`src/rtl/dio_upload.sv`:
```
// dio_upload -- HPS upload (readback) responder.
//
// Serves HPS byte reads from SDRAM so that disk images (possibly modified by
// the guest OS) can be saved back. Each even/odd byte pair maps to one
// 16-bit SDRAM word, which is fetched during a DIO bus slot. The word is
// split big-endian: the even byte is [15:8] and the odd byte is [7:0]. A
// one-word cache lets the odd byte of a pair be answered without another
// fetch. The HPS is held off through ioctl_wait while a fetch is pending.
//
// Ports
//   clk_sys        in   1   system clock, all logic on posedge
//   n_reset        in   1   synchronous reset, active-low
//   ioctl_upload   in   1   upload session active
//   ioctl_index    in   8   image select (0 ROM, 1 internal disk, 2 external disk)
//   ioctl_rd       in   1   one-cycle request for the byte at ioctl_addr
//   ioctl_addr     in   25  byte address within the image
//   ioctl_din      out  8   returned byte
//   ioctl_wait     out  1   high while the byte is not yet valid
//   dioBusControl  in   1   DIO memory slot active
//   mem_rd         out  1   SDRAM read request for the DIO slot
//   mem_addr       out  21  SDRAM word address
//   mem_dout       in   16  raw SDRAM word
module dio_upload #(
   parameter logic [20:0] OFFS1 = 21'h080000,
   parameter logic [20:0] OFFS2 = 21'h100000,
   parameter logic [7:0]  FILL  = 8'hFF
) (
   input  logic        clk_sys,
   input  logic        n_reset,
   input  logic        ioctl_upload,
   input  logic [7:0]  ioctl_index,
   input  logic        ioctl_rd,
   input  logic [24:0] ioctl_addr,
   output logic [7:0]  ioctl_din,
   output logic        ioctl_wait,
   input  logic        dioBusControl,
   output logic        mem_rd,
   output logic [20:0] mem_addr,
   input  logic [15:0] mem_dout
);

   typedef enum logic [1:0] {
      ST_IDLE = 2'd0,
      ST_ARM  = 2'd1,
      ST_SLOT = 2'd2
   } state_t;

   state_t      state_r;
   logic [15:0] cache_word_r;
   logic [20:0] cache_tag_r;
   logic        cache_valid_r;
   logic        byte_sel_r;
   logic        upload_q_r;
   logic        dio_q_r;

   logic [20:0] offs_s;
   logic [20:0] wa_s;
   logic        unmapped_s;
   logic        upload_edge_s;
   logic        hit_s;
   logic        dio_fall_s;

   // Big-endian byte split: even address takes the high byte.
   function automatic logic [7:0] sel_byte(input logic [15:0] word, input logic odd);
      sel_byte = odd ? word[7:0] : word[15:8];
   endfunction

   // Map the image index to its word offset and form the SDRAM word address.
   always_comb begin
      offs_s     = 21'h000000;
      unmapped_s = 1'b0;
      case (ioctl_index)
         8'd0:    offs_s = 21'h000000;
         8'd1:    offs_s = OFFS1;
         8'd2:    offs_s = OFFS2;
         default: unmapped_s = 1'b1;
      endcase
      // Sum is deliberately truncated to 21 bits so the address wraps.
      wa_s = ioctl_addr[21:1] + offs_s;
   end

   // Session edges, cache hit and DIO slot end detection.
   always_comb begin
      upload_edge_s = ioctl_upload ^ upload_q_r;
      // A session edge in this very cycle already invalidates the cache.
      hit_s         = cache_valid_r && !upload_edge_s && (cache_tag_r == wa_s);
      dio_fall_s    = dio_q_r && !dioBusControl;
   end

   // Request FSM, word cache and all registered outputs.
   always_ff @(posedge clk_sys) begin
      if (!n_reset) begin
         state_r       <= ST_IDLE;
         ioctl_din     <= 8'h00;
         ioctl_wait    <= 1'b0;
         mem_rd        <= 1'b0;
         mem_addr      <= 21'h000000;
         cache_word_r  <= 16'h0000;
         cache_tag_r   <= 21'h000000;
         cache_valid_r <= 1'b0;
         byte_sel_r    <= 1'b0;
         upload_q_r    <= 1'b0;
         dio_q_r       <= 1'b0;
      end else begin
         upload_q_r <= ioctl_upload;
         dio_q_r    <= dioBusControl;
         if (upload_edge_s) begin
            cache_valid_r <= 1'b0;
         end
         case (state_r)
            ST_IDLE: begin
               ioctl_wait <= 1'b0;
               mem_rd     <= 1'b0;
               if (ioctl_rd && ioctl_upload) begin
                  if (unmapped_s) begin
                     ioctl_din <= FILL;
                  end else if (hit_s) begin
                     ioctl_din <= sel_byte(cache_word_r, ioctl_addr[0]);
                  end else begin
                     ioctl_wait <= 1'b1;
                     mem_addr   <= wa_s;
                     byte_sel_r <= ioctl_addr[0];
                     state_r    <= ST_ARM;
                  end
               end
            end
            ST_ARM: begin
               if (!ioctl_upload) begin
                  ioctl_wait <= 1'b0;
                  mem_rd     <= 1'b0;
                  state_r    <= ST_IDLE;
               end else if (!dioBusControl) begin
                  // Only start on an idle bus so the request spans a whole slot.
                  mem_rd  <= 1'b1;
                  state_r <= ST_SLOT;
               end
            end
            ST_SLOT: begin
               if (!ioctl_upload) begin
                  ioctl_wait <= 1'b0;
                  mem_rd     <= 1'b0;
                  state_r    <= ST_IDLE;
               end else if (dio_fall_s) begin
                  cache_word_r  <= mem_dout;
                  cache_tag_r   <= mem_addr;
                  cache_valid_r <= 1'b1;
                  ioctl_din     <= sel_byte(mem_dout, byte_sel_r);
                  ioctl_wait    <= 1'b0;
                  mem_rd        <= 1'b0;
                  state_r       <= ST_IDLE;
               end
            end
            default: begin
               ioctl_wait <= 1'b0;
               mem_rd     <= 1'b0;
               state_r    <= ST_IDLE;
            end
         endcase
      end
   end

endmodule
```
`config.mk`:
```
export PLATFORM = sky130hd
export DESIGN_NAME = dio_upload
export DESIGN_NICKNAME = d
export VERILOG_FILES = /design/src/rtl/dio_upload.sv
export SDC_FILE = /design/constraint.sdc
export NUM_CORES = 1
export LEC_CHECK = 0
export ABC_AREA = 1
export BUFFER_PORTS_ARGS = -buffer_cell sky130_fd_sc_hd__buf_2
export CELL_PAD_IN_SITES_DETAIL_PLACEMENT = 0
export CELL_PAD_IN_SITES_GLOBAL_PLACEMENT = 1
export CORE_MARGIN = 2
export CORE_UTILIZATION = 41
export CTS_CLUSTER_SIZE = 12
export DETAILED_ROUTE_END_ITERATION = 8
export GPL_TIMING_DRIVEN = 0
export PLACE_DENSITY = 0.95
export SYNTH_ARGS = -nofsm -noshare
export SYNTH_HDL_FRONTEND = slang
export SYNTH_SLANG_ARGS = --single-unit
```
`constraint.sdc`:
```
create_clock -name clk_sys -period 5.07 [get_ports clk_sys]
set_clock_uncertainty 0.2 [all_clocks]
set_input_delay 0.2535 -clock clk_sys [delete_from_list [all_inputs] [get_ports clk_sys]]
set_output_delay 0.2535 -clock clk_sys [all_outputs]
set_load 0.01 [all_outputs]
```
==> results of run 1 <==
## metal layers
| layer | up-vias | track usage | share of wire |
|---|---|---|---|
| met5 | - | 0 | 0 |
| met4 | 0 | 0.0650 | 0.014 |
| met3 | 13 | 0.0491 | 0.064 |
| met2 | 104 | 0.355 | 0.47 |
| met1 | 1646 | 0.269 | 0.46 |
| li1 | 1785 | - | - |
## worst max-delay path by stage
stage | startpoint | to | slack [ns] | depth (start not counted)
2_1_floorplan | ioctl_index[6] | mem_addr[10]$_SDFFE_PN0P_ | 2.80 | 19
3_3_place_gp | ioctl_index[6] | mem_addr[1]$_SDFFE_PN0P_ | 2.43 | 19
3_5_place_dp | ioctl_index[6] | mem_addr[2]$_SDFFE_PN0P_ | 2.33 | 19
4_1_cts | ioctl_index[6] | mem_addr[2]$_SDFFE_PN0P_ | 2.69 | 19
5_1_grt | ioctl_index[6] | mem_addr[16]$_SDFFE_PN0P_ | 2.45 | 19
6_report | ioctl_index[6] | mem_addr[2]$_SDFFE_PN0P_ | 2.73 | 19
## Yosys cell counts, types with 2 or more instances
master | number | share of area
dfxtp_1 | 74 | 0.42
inv_1 | 29 | 0.031
o21ai_0 | 38 | 0.054
buf_1 | 3 | 0.0032
nand3_1 | 14 | 0.020
nand2_2 | 14 | 0.025
inv_2 | 6 | 0.0064
nand3_2 | 6 | 0.017
buf_2 | 2 | 0.0028
clkbuf_1 | 12 | 0.013
a32oi_1 | 3 | 0.0074
buf_4 | 2 | 0.0042
nand2_1 | 113 | 0.12
nand4_1 | 2 | 0.0035
nor2_4 | 2 | 0.0064
nor2_1 | 80 | 0.085
xnor2_1 | 16 | 0.040
a21oi_2 | 10 | 0.025
a21oi_1 | 39 | 0.055
buf_6 | 4 | 0.013
## state kept, by name, indices dropped and copies added (netlist names)
name,cells
cache_word_r,16
cache_tag_r,21
dio_q_r,1
byte_sel_r,1
mem_rd,1
ioctl_din,8
cache_valid_r,1
state_r,2
upload_q_r,1
ioctl_wait,1
mem_addr,21
## worst max-delay path, stage by stage
cell,delay (ns)
buf_2,0.10
inv_1,0.05
nand2_2,0.06
nor2_4,0.13
inv_2,0.05
nor4_1,0.18
ha_1,0.32
inv_1,0.07
nand2_1,0.05
nand2_1,0.06
nand2_1,0.05
nor2_1,0.10
nand2_1,0.08
nor2_2,0.15
nand3_4,0.13
nand3b_4,0.15
buf_4,0.21
nand2_1,0.08
a21oi_2,0.15
## through the flow
stage                     power [mW]  cell area, µm²  hold WS [ns]   util  setup WS, ns
after detailed placement       0.692            4060         0.254  0.489          2.33
after floorplan                0.650            3530         0.147      -          2.80
after CTS                       1.21            4640         0.137  0.559          2.69
final                           1.20            4640         0.159  0.559          2.73
after global placement         0.691            4060         0.247  0.489          2.43
after global routing            1.24            4640         0.168  0.559          2.45
## power by group
part / switching [mW] / internal, mW
Clock: 0.214 / 0.285
Combinational: 0.0579 / 0.0550
Sequential: 0.00246 / 0.586
Total: 0.274 / 0.926
## cells by family after synthesis
group | Yosys count
and+or+nand+nor | 241
AOI/OAI and AO/OA | 91
DFF | 74
buffers and inverters | 60
xor gates and xnor gates | 16
adders and majority gates | 1
## what timing repair did
action	CTS	global route
setup buffers	0	0
hold endpoints to repair	37	0
hold buffers	37	0
## cell usage in the layout (no fill, tap or decap), types with 2 or more instances in the layout
cell	count
buf_2	81
clkbuf_8	11
dlygate4sd3_1	37
nand3_2	6
o21ai_0	38
nand2_2	14
inv_2	6
a21oi_1	39
inv_1	29
bufinv_16	2
xnor2_1	16
nand3_1	14
dfxtp_1	74
nor2_1	80
clkbuf_1	13
nand2_1	113
buf_4	2
a32oi_1	3
a21oi_2	10
buf_1	3
nor2_4	2
buf_6	4
nand4_1	2
## final cells by class
type	count	area (µm²)	share of cell area
clock buffer	11	141	0.0305
multi-input combinational	349	1770	0.382
sequential	74	1480	0.320
timing repair buffer	116	766	0.165
inverter	35	131	0.0283
clock inverter	3	65.1	0.0140
buffer	25	148	0.0318
tap	105	131	0.0283
==> metrics.txt, run 1 <==
fraction of registers with async set/reset=0; worst r2r src=state_r[1]$_SDFFE_PN0P_; post-synthesis compound-gate area fraction=0.145; xor/xnor share of the synthesized area=0.0397; Post-Synthesis Cells=483; IO buf count=79; Synth Area in Simple Gates=0.313; RSZ-0062 raised after global routing=false; Synth Area in Adders=0.00354; Avg Cell Area, Syn=7.31 µm²; Total Neg Setup Slack=0 ns; vias in the first global route=3488; worst slew pin tran=0.787 ns; HPWL after DPL=6780 µm; Antenna diodes=0; CORE AREA=0.00830 mm²; worst r2r path cells=8; Worst Path Arrival=2.41 ns; Tcrit/Tclk final=0.462; Syn-to-layout area delta=31.2%; final hold violations=0; Reg clk slew, reported paths=0.08 ns; WL per Instance=13.5 µm; root buf cell=clkbuf_8; synthesized area=0.00353 mm²; fmax=427 MHz; syn nets=538; final WL=9690 µm; post-synthesis register bit count=74; remaining antenna violation count after routing=0; placed instance count=667; first-pass GRT wire length=16200 µm; final setup fails=0; Die Y=96.8 µm; initial core utilization=0.426; chip width=96.8 µm; pin count of the biggest net entering global routing=12; main combinational cell family by area after synthesis=simple AND/OR/NAND/NOR gates; H-Tree Depth=3; DRC Markers=0; Max Buffers Root-to-Sink=2; nets=665; drt first-iter violations=141; Setup crit end kind=flip-flop; antenna violations before repair=0; Hold Path Origin=n_reset; leak pwr=2.09 nW; non-filler cells in the finished layout=718; latest clock arrival within the worst-skew pair=0.35 ns; Min-Delay Path Depth=3; Clock Sinks=74; Setup crit start kind=input pin; sequential share of the synthesized area=0.419; Via density=4.94; Placer Congestion=0.819; flop2flop setup slack=3.10 ns; outcome=finished, final reports clean; Yosys warnings=0; total CTS buffers=9; Max Slew Vio Count=0; post-synth cell types=34; post-synthesis mux area share=0; Initial DRT Pass Iterations=4; HP Class=input pin to flip-flop; Post-synth EDFFs=0; GRT Util Overall=0.211; share of layout cells above drive strength 1=0.241; WHS Endpoint=state_r[1]$_SDFFE_PN0P_; Rel. slew slack=0.475; I/O Pins=85; WP data required=5.14 ns; CTS tree=built; FF-to-FF End=cache_word_r[2]$_SDFFE_PN0P_; Die Area=0.00937 mm²; Vias=3548; Fillers=810; Max FO, Critical Path=10; PwrDens=259 mW/mm²; Final Critical Period=2.34 ns; Rows=33; Post-CTS Resized=0; prevailing post-synth register cell=dfxtp_1; maximum vdd drop=126 µV; grt ovf=0; WS Path Type=input pin to flip-flop; max cap viols=0
(Power assumes the default switching activity.)
==> inputs of run 2 (changes only) <==
- CORE_UTILIZATION: 41 -> 34
- PLACE_DENSITY: 0.95 -> 0.86
- clock period: 5.07 -> 2.1 ns (I/O delays scaled with it)
==> metrics.txt, run 2 (same netlist as run 1, synthesis figures left out) <==
worst slew pin tran=0.784 ns (was 0.787 ns); IO buf count=79 (unchanged); leak pwr=2.20 nW (was 2.09 nW); RSZ-0062 raised after global routing=true (was false); Tcrit/Tclk final=1.02; Worst Path Arrival=2.21 ns (was 2.41 ns); GRT Util Overall=0.181 (was 0.211); Max FO, Critical Path=8 (was 10); drt first-iter violations=115 (was 141); Setup crit start kind=input pin (unchanged); Hold Path Origin=ioctl_addr[21] (was n_reset); Placer Congestion=0.799 (was 0.819); fmax=467 MHz; FF/Latch Area=0.00148 mm² (unchanged); Rows=37 (was 33); root buf cell=clkbuf_8 (unchanged); pre-CTS setup slack=-0.399 ns (was 2.33 ns); setup ws final=-0.0432 ns (was 2.73 ns); Min-Delay Path Depth=6 (was 3); CTS tree=built (unchanged); max cap viols=0 (unchanged); Antenna diodes=0 (unchanged); WL per Instance=13.6 µm (was 13.5 µm); pin count of the biggest net entering global routing=14 (was 12); DRC Markers=0 (unchanged); Die Y=106 µm (was 96.8 µm); final hold violations=0 (unchanged); Die Area=0.0112 mm² (was 0.00937 mm²); share of layout cells above drive strength 1=0.305 (was 0.241); HPWL after DPL=6990 µm (was 6780 µm); Reg clk slew, reported paths=0.07 ns (was 0.08 ns); HP Class=input pin to flip-flop (unchanged); Rel. slew slack=0.477 (was 0.475); PwrDens=559 mW/mm² (was 259 mW/mm²); Setup crit end kind=flip-flop (unchanged); top flop regs=cache_tag_r (21), mem_addr (21), cache_word_r (16) (unchanged); Initial DRT Pass Iterations=4 (unchanged); total CTS buffers=9 (unchanged); first-pass GRT wire length=16100 µm (was 16200 µm); I/O Pins=85 (unchanged); Max Buffers Root-to-Sink=2 (unchanged); Total Neg Setup Slack=-0.249 ns (was 0 ns); WP data required=2.17 ns (was 5.14 ns); worst setup path start=ioctl_index[4] (was ioctl_index[6]); chip width=106 µm (was 96.8 µm); WS Path Type=input pin to flip-flop (unchanged); placed instance count=698 (was 667); Clock Sinks=74 (unchanged); initial core utilization=0.347 (was 0.426); slowest stage delay, CP=0.34 ns (was 0.32 ns); vias in the first global route=3501 (was 3488); worst r2r path cells=10 (was 8); Fillers=1015 (was 810); slowest CP cell=ha_2 (was ha_1); non-filler cells in the finished layout=762 (was 718); nets=676 (was 665); WHS Endpoint=mem_addr[20]$_SDFFE_PN0P_ (was state_r[1]$_SDFFE_PN0P_); Final Critical Period=2.14 ns; FF-to-FF End=ioctl_din[4]$_SDFFE_PN0P_ (was cache_word_r[2]$_SDFFE_PN0P_); most frequent cells in the layout=nand2_1, nor2_1, buf_2 (was nand2_1, buf_2, nor2_1); remaining antenna violation count after routing=0 (unchanged); maximum vdd drop=299 µV (was 126 µV); CORE AREA=0.0102 mm² (was 0.00830 mm²); final WL=10400 µm (was 9690 µm); H-Tree Depth=3 (unchanged); outcome=finished with violations (was finished, final reports clean); violated checks=setup timing; Via density=4.74 (was 4.94); critical path, cell by cell=buf_2, inv_2, nand2_2, nor2_4, inv_2, nor4_4, ha_2, inv_2, nand2_2, nand2_1, nand2_1, nor2_1, nand2_1, nor2_2, nand3_4, nand3b_4, buf_8, nand2_2, a21oi_2 (was buf_2, inv_1, nand2_2, nor2_4, inv_2, nor4_1, ha_1, inv_1, nand2_1, nand2_1, nand2_1, nor2_1, nand2_1, nor2_2, nand3_4, nand3b_4, buf_4, nand2_1, a21oi_2); grt ovf=0 (unchanged); worst r2r src=state_r[1]$_SDFFE_PN0P_ (unchanged); flop2flop setup slack=0.16 ns (was 3.10 ns); footprint of the multi-input gates=0.00194 mm² (was 0.00177 mm²); Vias=3614 (was 3548); Max Slew Vio Count=0 (unchanged); Syn-to-layout area delta=42.3% (was 31.2%); most common cell after layout, fill and taps aside=nand2_1 (unchanged); antenna violations before repair=0 (unchanged); latest clock arrival within the worst-skew pair=0.35 ns (about the same); final setup fails=13 (was 0)
[run 2: power by group]
group	internal (mW)	switching, mW
registers	1.42	0.00667
clock network	0.551	0.548
logic	0.143	0.146
[run 2: layout make-up]
class	instances	share of cell area
Buffer	25	0.0344
Clock buffer	10	0.0254
Clock inverter	6	0.0129
Inverter	35	0.0261
Multi-Input combinational cell	349	0.386
Sequential cell	74	0.295
Tap cell	136	0.0339
Timing Repair Buffer	127	0.187
[run 2: how the worst max path moves through the flow]
stage | end | cells past startpoint
2_1_floorplan | mem_addr[10]$_SDFFE_PN0P_ | 19
3_3_place_gp | byte_sel_r$_SDFFE_PN0P_ | 19
3_5_place_dp | mem_addr[1]$_SDFFE_PN0P_ | 19
4_1_cts | mem_addr[1]$_SDFFE_PN0P_ | 19
5_1_grt | mem_addr[19]$_SDFFE_PN0P_ | 19
6_report | mem_addr[1]$_SDFFE_PN0P_ | 19
[run 2: what timing repair did]
action,CTS,global route
hold buffers,39,0
pin swaps,3,12
buffers inserted,1,4
endpoints found under the setup margin,8,34
gates resized for setup,2,54
hold endpoints to repair,46,0
cloned,0,4
[run 2: critical path, delay by kind of cell]
family	cells	cell delay, ns
buf+inv	5	0.43
compound gates	1	0.15
simple gates	12	1.16
fa+ha+maj	1	0.34
[run 2: layer usage]
layer / share of wire / up-vias / GRT usage
met1: 0.44 / 1655 / 0.237
li1: - / 1815 / -
met4: 0.022 / 0 / 0.0874
met5: 0 / - / 0
met2: 0.47 / 124 / 0.287
met3: 0.070 / 20 / 0.0331
[run 2: metrics by stage]
| step | total power [mW] | util | hold WS, ns | cell area [µm²] |
|---|---|---|---|---|
| 2_1_floorplan | 1.57 | - | -0.00155 | 3540 |
| 3_3_place_gp | 1.67 | 0.403 | 0.100 | 4100 |
| 3_5_place_dp | 1.67 | 0.403 | 0.107 | 4100 |
| 4_1_cts | 2.82 | 0.462 | 0.0360 | 4700 |
| 5_1_grt | 2.93 | 0.493 | 0.0894 | 5030 |
| 6_report | 2.81 | 0.493 | 0.0620 | 5030 |
==> inputs of run 3 (changes only) <==
- ABC_AREA: 1 -> default
- CORE_UTILIZATION: 34 -> 43
- PLACE_DENSITY: 0.86 -> 0.95
- clock period: 2.1 -> 2.65 ns (I/O delays scaled with it)
==> metrics.txt, run 3 <==
total CTS buffers=9 (unchanged); HP Class=input pin to flip-flop (unchanged); first-pass GRT wire length=14100 µm (was 16100 µm); Avg Cell Area, Syn=9.26 µm² (was 7.31 µm²); pin count of the biggest net entering global routing=13 (was 14); most common cell after layout, fill and taps aside=nand2_1 (unchanged); met2 Usage GRT=0.357 (was 0.287); largest area contributor in the netlist=dfxtp_1 (unchanged); share of layout cells above drive strength 1=0.229 (was 0.305); vias in the first global route=2946 (was 3501); post-synthesis mux area share=0.133 (was 0); fmax=390 MHz; worst r2r path cells=6 (was 10); Syn-to-layout area delta=35.5% (was 42.3%); Max Slew Vio Count=0 (unchanged); P_sw=0.521 mW (was 0.701 mW); Placer Congestion=0.769 (was 0.799); DRC Markers=0 (unchanged); Die Area=0.00879 mm² (was 0.0112 mm²); Total Neg Setup Slack=0 ns (was -0.249 ns); CORE AREA=0.00777 mm² (was 0.0102 mm²); Yosys warnings=0 (unchanged); post-synthesis register bit count=74 (unchanged); critical path, cell by cell=buf_2, nor4_4, nand2_2, nor3_2, ha_1, xor2_1, nor4_1, nand4_1, o311ai_4, buf_6, buf_4, mux2i_1, nor2b_1 (was buf_2, inv_2, nand2_2, nor2_4, inv_2, nor4_4, ha_2, inv_2, nand2_2, nand2_1, nand2_1, nor2_1, nand2_1, nor2_2, nand3_4, nand3b_4, buf_8, nand2_2, a21oi_2); sequential share of the synthesized area=0.428 (was 0.419); Via density=4.97 (was 4.74); Worst Path Arrival=2.61 ns (was 2.21 ns); Synth Area in Adders=0.00361 (was 0.00354); grt met1 use=0.259 (was 0.237); Max Buffers Root-to-Sink=2 (unchanged); stages on the worst setup path=13 (was 19); WS Path Type=input pin to flip-flop (unchanged); grt ovf=0 (unchanged); final setup fails=0 (was 13); top cells by count, synth=nand2_1, dfxtp_1, mux2i_1, a21boi_1, nor2b_1 (was nand2_1, nor2_1, dfxtp_1, a21oi_1, o21ai_0); most frequent cell after synthesis=nand2_1 (unchanged); Die Y=93.7 µm (was 106 µm); worst setup path start=ioctl_index[6] (was ioctl_index[4]); top flop regs=cache_tag_r (21), mem_addr (21), cache_word_r (16) (unchanged); Buf+Inv Stages, Crit Path=3 (was 5); main combinational cell family by area after synthesis=simple AND/OR/NAND/NOR gates (unchanged); WP data required=2.69 ns (was 2.17 ns); setup ws final=0.0836 ns (was -0.0432 ns); Reg power frac=0.476 (was 0.506); GRT Util Overall=0.209 (was 0.181); CTS tree=built (unchanged); most frequent cells in the layout=nand2_1, buf_2, dfxtp_1 (was nand2_1, nor2_1, buf_2); syn nets=429 (was 538); delay-heaviest family, CP=simple AND/OR/NAND/NOR gates (unchanged); Initial DRT Pass Iterations=4 (unchanged); synthesized area=0.00346 mm² (was 0.00353 mm²); initial core utilization=0.446 (was 0.347); met3 Use GR=0.0377 (was 0.0331); slowest CP cell=o311ai_4 (was ha_2); nets=565 (was 676); Yosys top cell area share=0.428 (was 0.419); antenna violations before repair=0 (unchanged); post-synth cell types=35 (was 34); Final Cell Area=0.00469 mm² (was 0.00503 mm²); FF-to-FF End=cache_word_r[12]$_SDFFE_PN0P_ (was ioctl_din[4]$_SDFFE_PN0P_); Vias=3072 (was 3614); Post-Synthesis Cells=374 (was 483); Setup crit end kind=flip-flop (unchanged); maximum vdd drop=217 µV (was 299 µV); I/O Pins=85 (unchanged); prevailing post-synth register cell=dfxtp_1 (unchanged); worst r2r src=state_r[1]$_SDFFE_PN0P_ (unchanged); root buf cell=clkbuf_8 (unchanged); placed cell area=0.00399 mm² (was 0.00410 mm²); Net Sw Frac=0.220 (was 0.249); clock network power share=0.430 (was 0.391); post-synthesis compound-gate area fraction=0.134 (was 0.145); remaining antenna violation count after routing=0 (unchanged); Tcrit/Tclk final=0.968; flop2flop setup slack=0.24 ns (was 0.16 ns); Rel. slew slack=0.543 (was 0.477); worst slew pin tran=0.684 ns (was 0.784 ns); max cap viols=0 (unchanged); drt first-iter violations=108 (was 115); IO buf count=79 (unchanged); Comb pwr share=0.093 (was 0.103); H-Tree Depth=3 (unchanged); Max FO, Critical Path=5 (was 8); crit path to=mem_addr[16]$_SDFFE_PN0P_ (was mem_addr[1]$_SDFFE_PN0P_); Post-synth EDFFs=0 (unchanged); Synth Area in Simple Gates=0.197 (was 0.313); latest clock arrival within the worst-skew pair=0.36 ns (was 0.35 ns); leak pwr=2.09 nW (was 2.20 nW); WL per Instance=14.6 µm (was 13.6 µm); Setup crit start kind=input pin (unchanged); PwrDens=505 mW/mm² (was 559 mW/mm²); xor/xnor share of the synthesized area=0.0654 (was 0.0397); global routing's busiest layer=met2 (unchanged); Clock Sinks=74 (unchanged); Rows=32 (was 37); Post-Route Utilization=0.604 (was 0.493); slowest stage delay, CP=0.34 ns (about the same); HPWL after DPL=6060 µm (was 6990 µm); fraction of registers with async set/reset=0 (unchanged); pre-CTS setup slack=-0.523 ns (was -0.399 ns); P_int=1.85 mW (was 2.11 mW); final WL=9020 µm (was 10400 µm); worst hold slack=0.163 ns (was 0.0620 ns); final hold violations=0 (unchanged); chip width=93.7 µm (was 106 µm); Reg clk slew, reported paths=0.07 ns (about the same); Final Critical Period=2.57 ns; Synth area leaders=dfxtp_1, mux2i_1, nand2_1, a21boi_1, xor2_1 (was dfxtp_1, nand2_1, nor2_1, a21oi_1, o21ai_0); outcome=finished, final reports clean (was finished with violations)
run 3: changes by cell type after synthesis, moves of 10 or more:
cell | before | now
a21boi_1 | 0 | 39
a21oi_1 | 39 | 4
a21oi_2 | 10 | 0
inv_1 | 29 | 2
mux2i_1 | 0 | 46
nand2_1 | 113 | 98
nand2_2 | 14 | 2
nand3_1 | 14 | 2
nor2_1 | 80 | 3
nor2b_1 | 0 | 25
o21ai_0 | 38 | 0
xnor2_1 | 16 | 3
xor2_1 | 0 | 21
run 3: worst reg2reg max path, stage by stage (launching register included):
cell and delay [ns]:
dfxtp_1 0.47, nor2b_1 0.32, and3_1 0.22, clkbuf_1 0.42
clkbuf_1 0.46, nand2_1 0.12, a21boi_1 0.14
run 3: power by group through the flow:
stage / sequential (mW) / clock, mW / combinational, mW
4_1_cts: 1.13 / 1.03 / 0.217
3_3_place_gp: 1.16 / 0 / 0.170
6_report: 1.13 / 1.02 / 0.221
3_5_place_dp: 1.16 / 0 / 0.171
5_1_grt: 1.13 / 1.09 / 0.238
2_1_floorplan: 1.16 / 0 / 0.0821
run 3: layer usage:
metal / vias to the layer above / wire [µm]
li1: 1528 / -
met1: 1449 / 4000
met2: 80 / 4370
met3: 15 / 470
met4: 0 / 171
met5: - / 0
run 3: worst min path at each step:
stage / start / endpoint / cells after the start
finish: ioctl_index[4] / mem_addr[20]$_SDFFE_PN0P_ / 6
global route: ioctl_addr[20] / mem_addr[19]$_SDFFE_PN0P_ / 5
CTS: ioctl_addr[20] / mem_addr[19]$_SDFFE_PN0P_ / 4
detailed placement: mem_dout[5] / cache_word_r[5]$_SDFFE_PN0P_ / 3
global placement: mem_dout[10] / cache_word_r[10]$_SDFFE_PN0P_ / 3
floorplan: dioBusControl / dio_q_r$_SDFF_PN0_ / 1
run 3: cell families after synthesis:
family,count (synthesis)
AOI/OAI and AO/OA,58
xor gates and xnor gates,25
muxes,46
buffers and inverters,24
DFF,74
adders and majority gates,1
and+or+nand+nor,146
run 3: timing repair:
item | CTS | global route
hold buffers | 39 | 0
endpoints found under the hold margin | 41 | 0
pin swaps | 1 | 5
setup endpoints to repair | 18 | 22
gates cloned | 0 | 1
buffers inserted | 2 | 4
gates resized for setup | 0 | 6
run 3: cell type report:
type                       count  area (µm²)
multi-input combinational    276        1850
antenna                        1        2.50
timing repair buffer         125         848
buffer                        22         138
fill                         689        3070
sequential                    74        1480
clock inverter                 4        72.6
clock buffer                  12         165
inverter                       2        7.51
tap                          102         128
run 3: metrics by stage:
step / instances / total power, mW
6_report: 618 / 2.37
2_1_floorplan: 374 / 1.24
3_3_place_gp: 555 / 1.32
3_5_place_dp: 555 / 1.33
5_1_grt: 617 / 2.46
4_1_cts: 612 / 2.37
